### src/rtl/ecc_scrub_ctrl.sv
// ecc_scrub_ctrl -- background ECC memory scrubber.
//
// Walks the whole address range 0..2^AW-1, one read every INTERVAL idle
// cycles. Each read result from the external ECC decoder is classified:
//   clean               -> advance
//   single-bit (sec)    -> write the corrected word back, then advance
//   double-bit (ded)    -> count, raise sticky interrupt, advance (no write)
//
// Ports:
//   clk, rst_n          clock, asynchronous active-low reset
//   scrub_en            level enable
//   irq_clr             pulse, clears ded_irq / ded_addr
//   mem_req/we/addr/wdata, mem_gnt   request/grant to the memory arbiter
//   rd_vld, rd_data, sec, ded        decoder result for a granted read
//   sec_cnt, ded_cnt    saturating error counters
//   ded_addr, ded_irq   first DED address since clear, sticky interrupt
//   pass_done           one-cycle pulse when the address wraps to 0
//   busy                controller is not idle
module ecc_scrub_ctrl #(
  parameter int DW       = 64,
  parameter int AW       = 10,
  parameter int INTERVAL = 256
) (
  input  logic          clk,
  input  logic          rst_n,
  input  logic          scrub_en,
  input  logic          irq_clr,
  output logic          mem_req,
  output logic          mem_we,
  output logic [AW-1:0] mem_addr,
  output logic [DW-1:0] mem_wdata,
  input  logic          mem_gnt,
  input  logic          rd_vld,
  input  logic [DW-1:0] rd_data,
  input  logic          sec,
  input  logic          ded,
  output logic [15:0]   sec_cnt,
  output logic [15:0]   ded_cnt,
  output logic [AW-1:0] ded_addr,
  output logic          ded_irq,
  output logic          pass_done,
  output logic          busy
);

  // Counter only ever holds INTERVAL-1 .. 0.
  localparam int            CW        = (INTERVAL > 1) ? $clog2(INTERVAL) : 1;
  localparam logic [CW-1:0] CNT_LOAD  = CW'(INTERVAL - 1);
  localparam logic [AW-1:0] ADDR_LAST = {AW{1'b1}};
  localparam logic [15:0]   CNT_MAX   = 16'hFFFF;

  typedef enum logic [2:0] {
    S_IDLE,
    S_WAIT,
    S_RD,
    S_RESP,
    S_WB
  } state_t;

  state_t        state_reg, state_next;
  logic [CW-1:0] cnt_reg, cnt_next;
  logic [AW-1:0] addr_reg, addr_next;
  logic [DW-1:0] wdata_reg;
  logic [15:0]   sec_cnt_reg;
  logic [15:0]   ded_cnt_reg;
  logic [AW-1:0] ded_addr_reg;
  logic          ded_irq_reg;
  logic          pass_done_reg;

  logic          advance;   // current address finished, move to the next
  logic          wb_load;   // correctable error: capture data, go write back
  logic          ded_hit;   // uncorrectable error reported this cycle
  logic          wrap;

  // Next-state logic
  always_comb begin
    state_next = state_reg;
    cnt_next   = cnt_reg;
    advance    = 1'b0;
    wb_load    = 1'b0;
    ded_hit    = 1'b0;

    case (state_reg)
      S_IDLE: begin
        if (scrub_en) begin
          state_next = S_WAIT;
          cnt_next   = CNT_LOAD;
        end
      end
      S_WAIT: begin
        if (!scrub_en) begin
          state_next = S_IDLE;
        end else if (cnt_reg == '0) begin
          state_next = S_RD;
        end else begin
          cnt_next = cnt_reg - CW'(1);
        end
      end
      S_RD: begin
        // Once issued, the read is always completed even if scrub_en drops.
        if (mem_gnt) begin
          state_next = S_RESP;
        end
      end
      S_RESP: begin
        if (rd_vld) begin
          // DED wins over SEC: an uncorrectable word must never be written back.
          if (ded) begin
            ded_hit = 1'b1;
            advance = 1'b1;
          end else if (sec) begin
            wb_load    = 1'b1;
            state_next = S_WB;
          end else begin
            advance = 1'b1;
          end
        end
      end
      S_WB: begin
        if (mem_gnt) begin
          advance = 1'b1;
        end
      end
      default: begin
        state_next = S_IDLE;
      end
    endcase

    if (advance) begin
      if (scrub_en) begin
        state_next = S_WAIT;
        cnt_next   = CNT_LOAD;
      end else begin
        state_next = S_IDLE;
      end
    end
  end

  assign wrap      = advance && (addr_reg == ADDR_LAST);
  assign addr_next = advance ? (addr_reg + AW'(1)) : addr_reg;

  // State and datapath registers
  always_ff @(posedge clk or negedge rst_n) begin
    if (!rst_n) begin
      state_reg     <= S_IDLE;
      cnt_reg       <= '0;
      addr_reg      <= '0;
      wdata_reg     <= '0;
      sec_cnt_reg   <= '0;
      ded_cnt_reg   <= '0;
      ded_addr_reg  <= '0;
      ded_irq_reg   <= 1'b0;
      pass_done_reg <= 1'b0;
    end else begin
      state_reg     <= state_next;
      cnt_reg       <= cnt_next;
      addr_reg      <= addr_next;
      pass_done_reg <= wrap;

      if (wb_load) begin
        wdata_reg <= rd_data;
        if (sec_cnt_reg != CNT_MAX) begin
          sec_cnt_reg <= sec_cnt_reg + 16'd1;
        end
      end

      // A new DED takes priority over a simultaneous clear so the event is
      // never lost; the clear still re-arms the address capture.
      if (ded_hit) begin
        if (ded_cnt_reg != CNT_MAX) begin
          ded_cnt_reg <= ded_cnt_reg + 16'd1;
        end
        ded_irq_reg <= 1'b1;
        if (!ded_irq_reg || irq_clr) begin
          ded_addr_reg <= addr_reg;
        end
      end else if (irq_clr) begin
        ded_irq_reg  <= 1'b0;
        ded_addr_reg <= '0;
      end
    end
  end

  // Request fields decode straight from registered state, so they are stable
  // for as long as the state waits for mem_gnt and drop right after it.
  assign mem_req   = (state_reg == S_RD) || (state_reg == S_WB);
  assign mem_we    = (state_reg == S_WB);
  assign mem_addr  = addr_reg;
  assign mem_wdata = wdata_reg;
  assign sec_cnt   = sec_cnt_reg;
  assign ded_cnt   = ded_cnt_reg;
  assign ded_addr  = ded_addr_reg;
  assign ded_irq   = ded_irq_reg;
  assign pass_done = pass_done_reg;
  assign busy      = (state_reg != S_IDLE);

endmodule

### config.mk
export PLATFORM = sky130hd
export DESIGN_NAME = ecc_scrub_ctrl
export DESIGN_NICKNAME = d
export VERILOG_FILES = /design/src/rtl/ecc_scrub_ctrl.sv
export SDC_FILE = /design/constraint.sdc
export NUM_CORES = 1
export LEC_CHECK = 0
export CORE_MARGIN = 3
export CORE_UTILIZATION = 60
export DETAILED_ROUTE_END_ITERATION = 10
export DONT_BUFFER_PORTS = 1
export GPL_TIMING_DRIVEN = 0
export MAX_ROUTING_LAYER = met4
export PLACE_DENSITY = 0.76
export SYNTH_ARGS = -nofsm -noshare
export SYNTH_HDL_FRONTEND = slang
export SYNTH_SLANG_ARGS = --single-unit
### constraint.sdc
create_clock -name clk -period 3.65 [get_ports clk]
set_input_delay 1.095 -clock clk [delete_from_list [all_inputs] [get_ports clk]]
set_output_delay 1.095 -clock clk [all_outputs]
set_load 0.01 [all_outputs]
Word-level counts from Yosys, hierarchy flattened
Index checks and enable logic that the tools add are counted.

storage, ports and cells
  register bits = 129
  input port bits = 72
  output and inout bits = 121
  word-level logic and storage cells = 73

operators by class
  add/sub/neg operators = 4
  eq/ne operators = 15
  mux-type cells = 33
  reduce and logical (&&, ||, !) cells = 12

operators with widths
  operator                                             count
  two-way mux 8 bit                                    5
  adder 16 x 1 -> 16 bit, second input constant        2
  != test 16 bit, second input constant                2
  two-way mux 10 bit                                   3
  two-way mux 3 bit                                    8
  one-hot mux 8 bit (2 select lines)                   1
  != test 3 bit, second input constant                 5
  one-hot mux 3 bit (5 select lines)                   1
  two-way mux 1 bit                                    14
  adder 10 x 1 -> 10 bit, second input constant        1
  equality test 10 bit, second input constant          1
  zero test 8 bit                                      1
  subtractor 8 x 1 -> 8 bit, second input constant     1
  AND reduction 7 bit                                  1
  equality test 3 x 2 -> 1 bit, second input constant  2
  AND reduction 2 bit                                  3
  != test 2 x 1 -> 1 bit, second input constant        2
  != test 4 bit, second input constant                 1
  equality test 3 x 1 -> 1 bit, second input constant  1
  equality test 3 bit, second input constant           1
  zero test 3 bit                                      1
  nonzero test 3 bit                                   1
  logical OR 1 bit                                     2
  one-hot mux 1 bit (2 select lines)                   1
  3 further kinds                                      3

Logic depth before layout (Yosys ltp)
  depth after elaboration = 6
  depth in mapped cells = 7
  depth with buffers taken out = 6

Least setup slack after synthesis
No wires, ideal clock.

  path type = input-to-reg
  start point = input port scrub_en
  end point = register state_reg[2]
  data arrival time = 2262 ps
  slack = 1294 ps
  stages = 4
  path buffers = 0
  cell sequence = nor4bb_1 > o21a_4 > a21oi_1 > a221oi_2

between the ends
  longest elaborated chain between the ends = 3

ends and longest elaborated chain
  item                                line  text
  start: declaration                  26    input logic scrub_en,
  two-way mux 3 bit                   90    if (!scrub_en) begin
  one-hot mux 3 bit (5 select lines)  82    case (state_reg)
  two-way mux 3 bit                   128   if (advance) begin
  end signal: assignment              154   state_reg <= state_next;
  end: declaration                    59    state_t state_reg, state_next;

Parallel ways exist; a longest one is shown, timed or not.
A chain may end at the register's enable or synchronous reset.

Final worst setup path
  start point = register state_reg[2]
  end point = output port mem_req

between the ends
  longest elaborated chain between the ends = 2

ends and longest elaborated chain
  item                                                                        line  text
  equality test 3 x 2 -> 1 bit / equality test 3 bit (equally long branches)  185   assign mem_req = (state_reg == S_RD) || (state_reg == S_WB);
  logical OR 1 bit (*)                                                        185
  end: declaration                                                            28    output logic mem_req,

Every way passes the cells marked *; elsewhere a longest branch is shown, timed or not.

==> impl_metrics.yaml <==
setup_path:
  r2r_slack_ps: 1340
  r2r-start: "sec_cnt[0]"
  critPathMaxStageDelay_ps: 400
  cp_data_arrival_time_ps: 1560
  cp.required_ps: 2550
  cpLargestDelayFamily: "flip-flops"
  cp_max_fo: 10
  end_kind: "output pin"
  path_buf_inv: 1
  ff2ff_path_depth: 6
  start_kind: "flip-flop"
  path_cells: "buf_4 -> or2b_1 -> a21oi_1"
  timing.rr.end: "sec_cnt[1]"
  path_class: "reg -> out"
  cp_slowest_cell: "dfrtp_1"
routing:
  avgViaCountPerCell: 6.257
  vias: 3817
  final_antenna_net_count: 0
  wirelength_um: 12900
  drc: 0
  drt_pass1_iterations: 4
  wl_per_cell_um: 21.15
  drt_iter0_drc: 239
layout:
  largest_reg_flops: 64
  final_common_cell: "dfrtp_1"
  drive_gt1_share_pct: 26.67
  area_growth_pct: 12.25
  finish.instance_area_sq_um: 6442
  mostFrequentLayoutCells: "dfrtp_1 (129), mux2_2 (70), nand2_1 (21)"
  num-fill-cells: 680
  final_cells: 610
  layout.nets: 545
floorplan:
  rows: 35
  die_area_sq_um: 10770
  core_area_sq_um: 9284
  io-pin-count: 193
  start_util_pct: 61.82
  die_width_um: 103.8
  die_h_um: 103.8
timing:
  hold_viol: 0
  setup_viol: 0
  slew_headroom_pct: 31.61
  fmax_mhz: 376.1
  fin_tns_setup_ps: 0
  fin_worst_skew_ps: 10.57
  min_period_ps: 2659
  fin_crit_sh_pct: 72.85
  final_max_slew_viol_count: 0
  tightestPinTransition_ps: 1012
  rsz0062_at_grt: "false"
logic_synthesis:
  synth_xor_area_share_pct: 4.731
  synth_area_per_cell_sq_um: 12.78
  synth-edff-count: 0
  async_reset_ff_share_pct: 100.0
  synthAdderAreaFrac_pct: 1.090
  synth_top_family_by_area: "multiplexers"
  synth_top_area_share_pct: 56.25
  yosys_warnings: 0
  syn_area_sq_um: 5739
  synthCells: 449
  yosysTopAreaCell: "dfrtp_1"
  synth_area_leaders: "dfrtp_1 (56%), mux2_2 (14%), xnor2_1 (2.6%), xor2_1 (2.1%), a22o_1 (2.0%)"
  synth_cell_types: 67
  synth_mux_area_share_pct: 14.45
  synthSimpleGateAreaFrac_pct: 11.55
  ys_seq_area_share_pct: 56.25
  syn_nets: 526
  synth-seq-cells: 129
  synth_compound_area_share_pct: 9.505
  synth_ff_type: "dfrtp_1"
clocking:
  clock_latency_ps: 490
  ctsResizeCount: 0
  cts_root_buf: "clkbuf_8"
  h-tree-depth: 4
  cts_tree: "built"
  cts_sinks: 129
  clk_pin_slew_worst_paths_ps: 60
  cts.path.max_buffers: 2
  postCtsHoldBufs: 0
  cts_buffers: 17
  cts_setup_buffers: 0
run_status:
  status: "complete, no violations"
power_and_ir_drop:
  power_leakage_uw: 0.002907
  p_per_area_nw_per_um2: 732.8
  irDropWorstVdd_mv: 0.3518
grt:
  grt_usage_pct: 25.11
  grt-ovfl-total: 0
  antenna_found_initial: 1
  grt_pass1_wl_um: 20940
  grt_max_degree: 130
  grt_pass1_vias: 3801
placed_design:
  numPortBuffers: 0
  routabilityCongestion: 0.8906
  dp.final_hpwl_um: 9292
  dp.cells: 578
  post_dp_cell_area_sq_um: 5901
worst_hold_path:
  hold_path.class: "in -> async"
run:
  cap_violations: 0
synth_stat cells, types with 7 or more instances:
| master | number |
|---|---|
| nand2_1 | 21 |
| inv_1 | 9 |
| xnor2_1 | 17 |
| xor2_1 | 14 |
| dfrtp_1 | 129 |
| and3_1 | 7 |
| a22o_1 | 13 |
| buf_2 | 9 |
| nor2_1 | 11 |
| a21oi_1 | 16 |
| nand4_1 | 16 |
| mux2_2 | 70 |
| a211oi_1 | 7 |
| nand3_1 | 12 |
through the flow:
step                hold slack (ps)  utilization, %  setup slack, ps  total power (uW)
floorplan                     480.8               -             1294              2958
global placement              506.7           63.56            957.3              3159
detailed placement            520.7           63.56            911.8              3221
CTS                           268.9           69.37            960.9              4761
global route                  260.9           69.39            903.9              4967
finish                        297.1           69.39            990.8              4721
logic make-up (layout without fill, tap and decap cells):
family | after synthesis | count (layout)
fa+ha+maj | 5 | 5
flops | 129 | 129
other cells | 0 | 1
compound gates | 71 | 71
buf+inv | 28 | 59
xor+xnor | 31 | 31
mux | 74 | 74
simple gates | 111 | 111
worst max-delay path by stage:
stage | startpoint | end | depth (start not counted)
after CTS | state_reg[2] | mem_req | 3
after floorplan | scrub_en | state_reg[2] | 4
after detailed placement | ded | mem_wdata[0] | 5
after global placement | ded | mem_wdata[3] | 5
final | state_reg[2] | mem_req | 3
after global routing | state_reg[2] | mem_req | 3
where the power goes:
group	internal, uW	total, uW	switching (uW)
Combinational	442	790	347
Clock	917	1530	612
Sequential	1850	2400	555
Total	3210	4720	1510
worst reg2reg max path, delay by kind of cell, from the launching register on:
| kind | cells | cell delay [ps] |
|---|---|---|
| buf+inv | 2 | 280 |
| compound gates | 1 | 210 |
| mux | 1 | 340 |
| flops | 1 | 480 |
| simple gates | 1 | 510 |
| fa+ha+maj | 1 | 370 |
layout make-up:
cell class                      instances  area [sq um]  area share, %
Tap cell                              129         161.4          2.505
Multi-Input combinational cell        292          2372          36.82
Inverter                                9         33.78         0.5244
Sequential cell                       129          3228          50.11
Clock buffer                           18         427.9          6.642
Antenna cell                            1         2.502        0.03884
Clock inverter                         13         111.4          1.728
Buffer                                 19         105.1          1.631
metal layers:
layer,GRT usage [%],part of all wire (%),up-vias
met3,8.349,7.4,13
met2,42.01,52,164
li1,-,-,1716
met1,29.79,40,1924
met5,-,0,-
met4,5.603,1.2,0
Power figures use the tool's default switching activity.
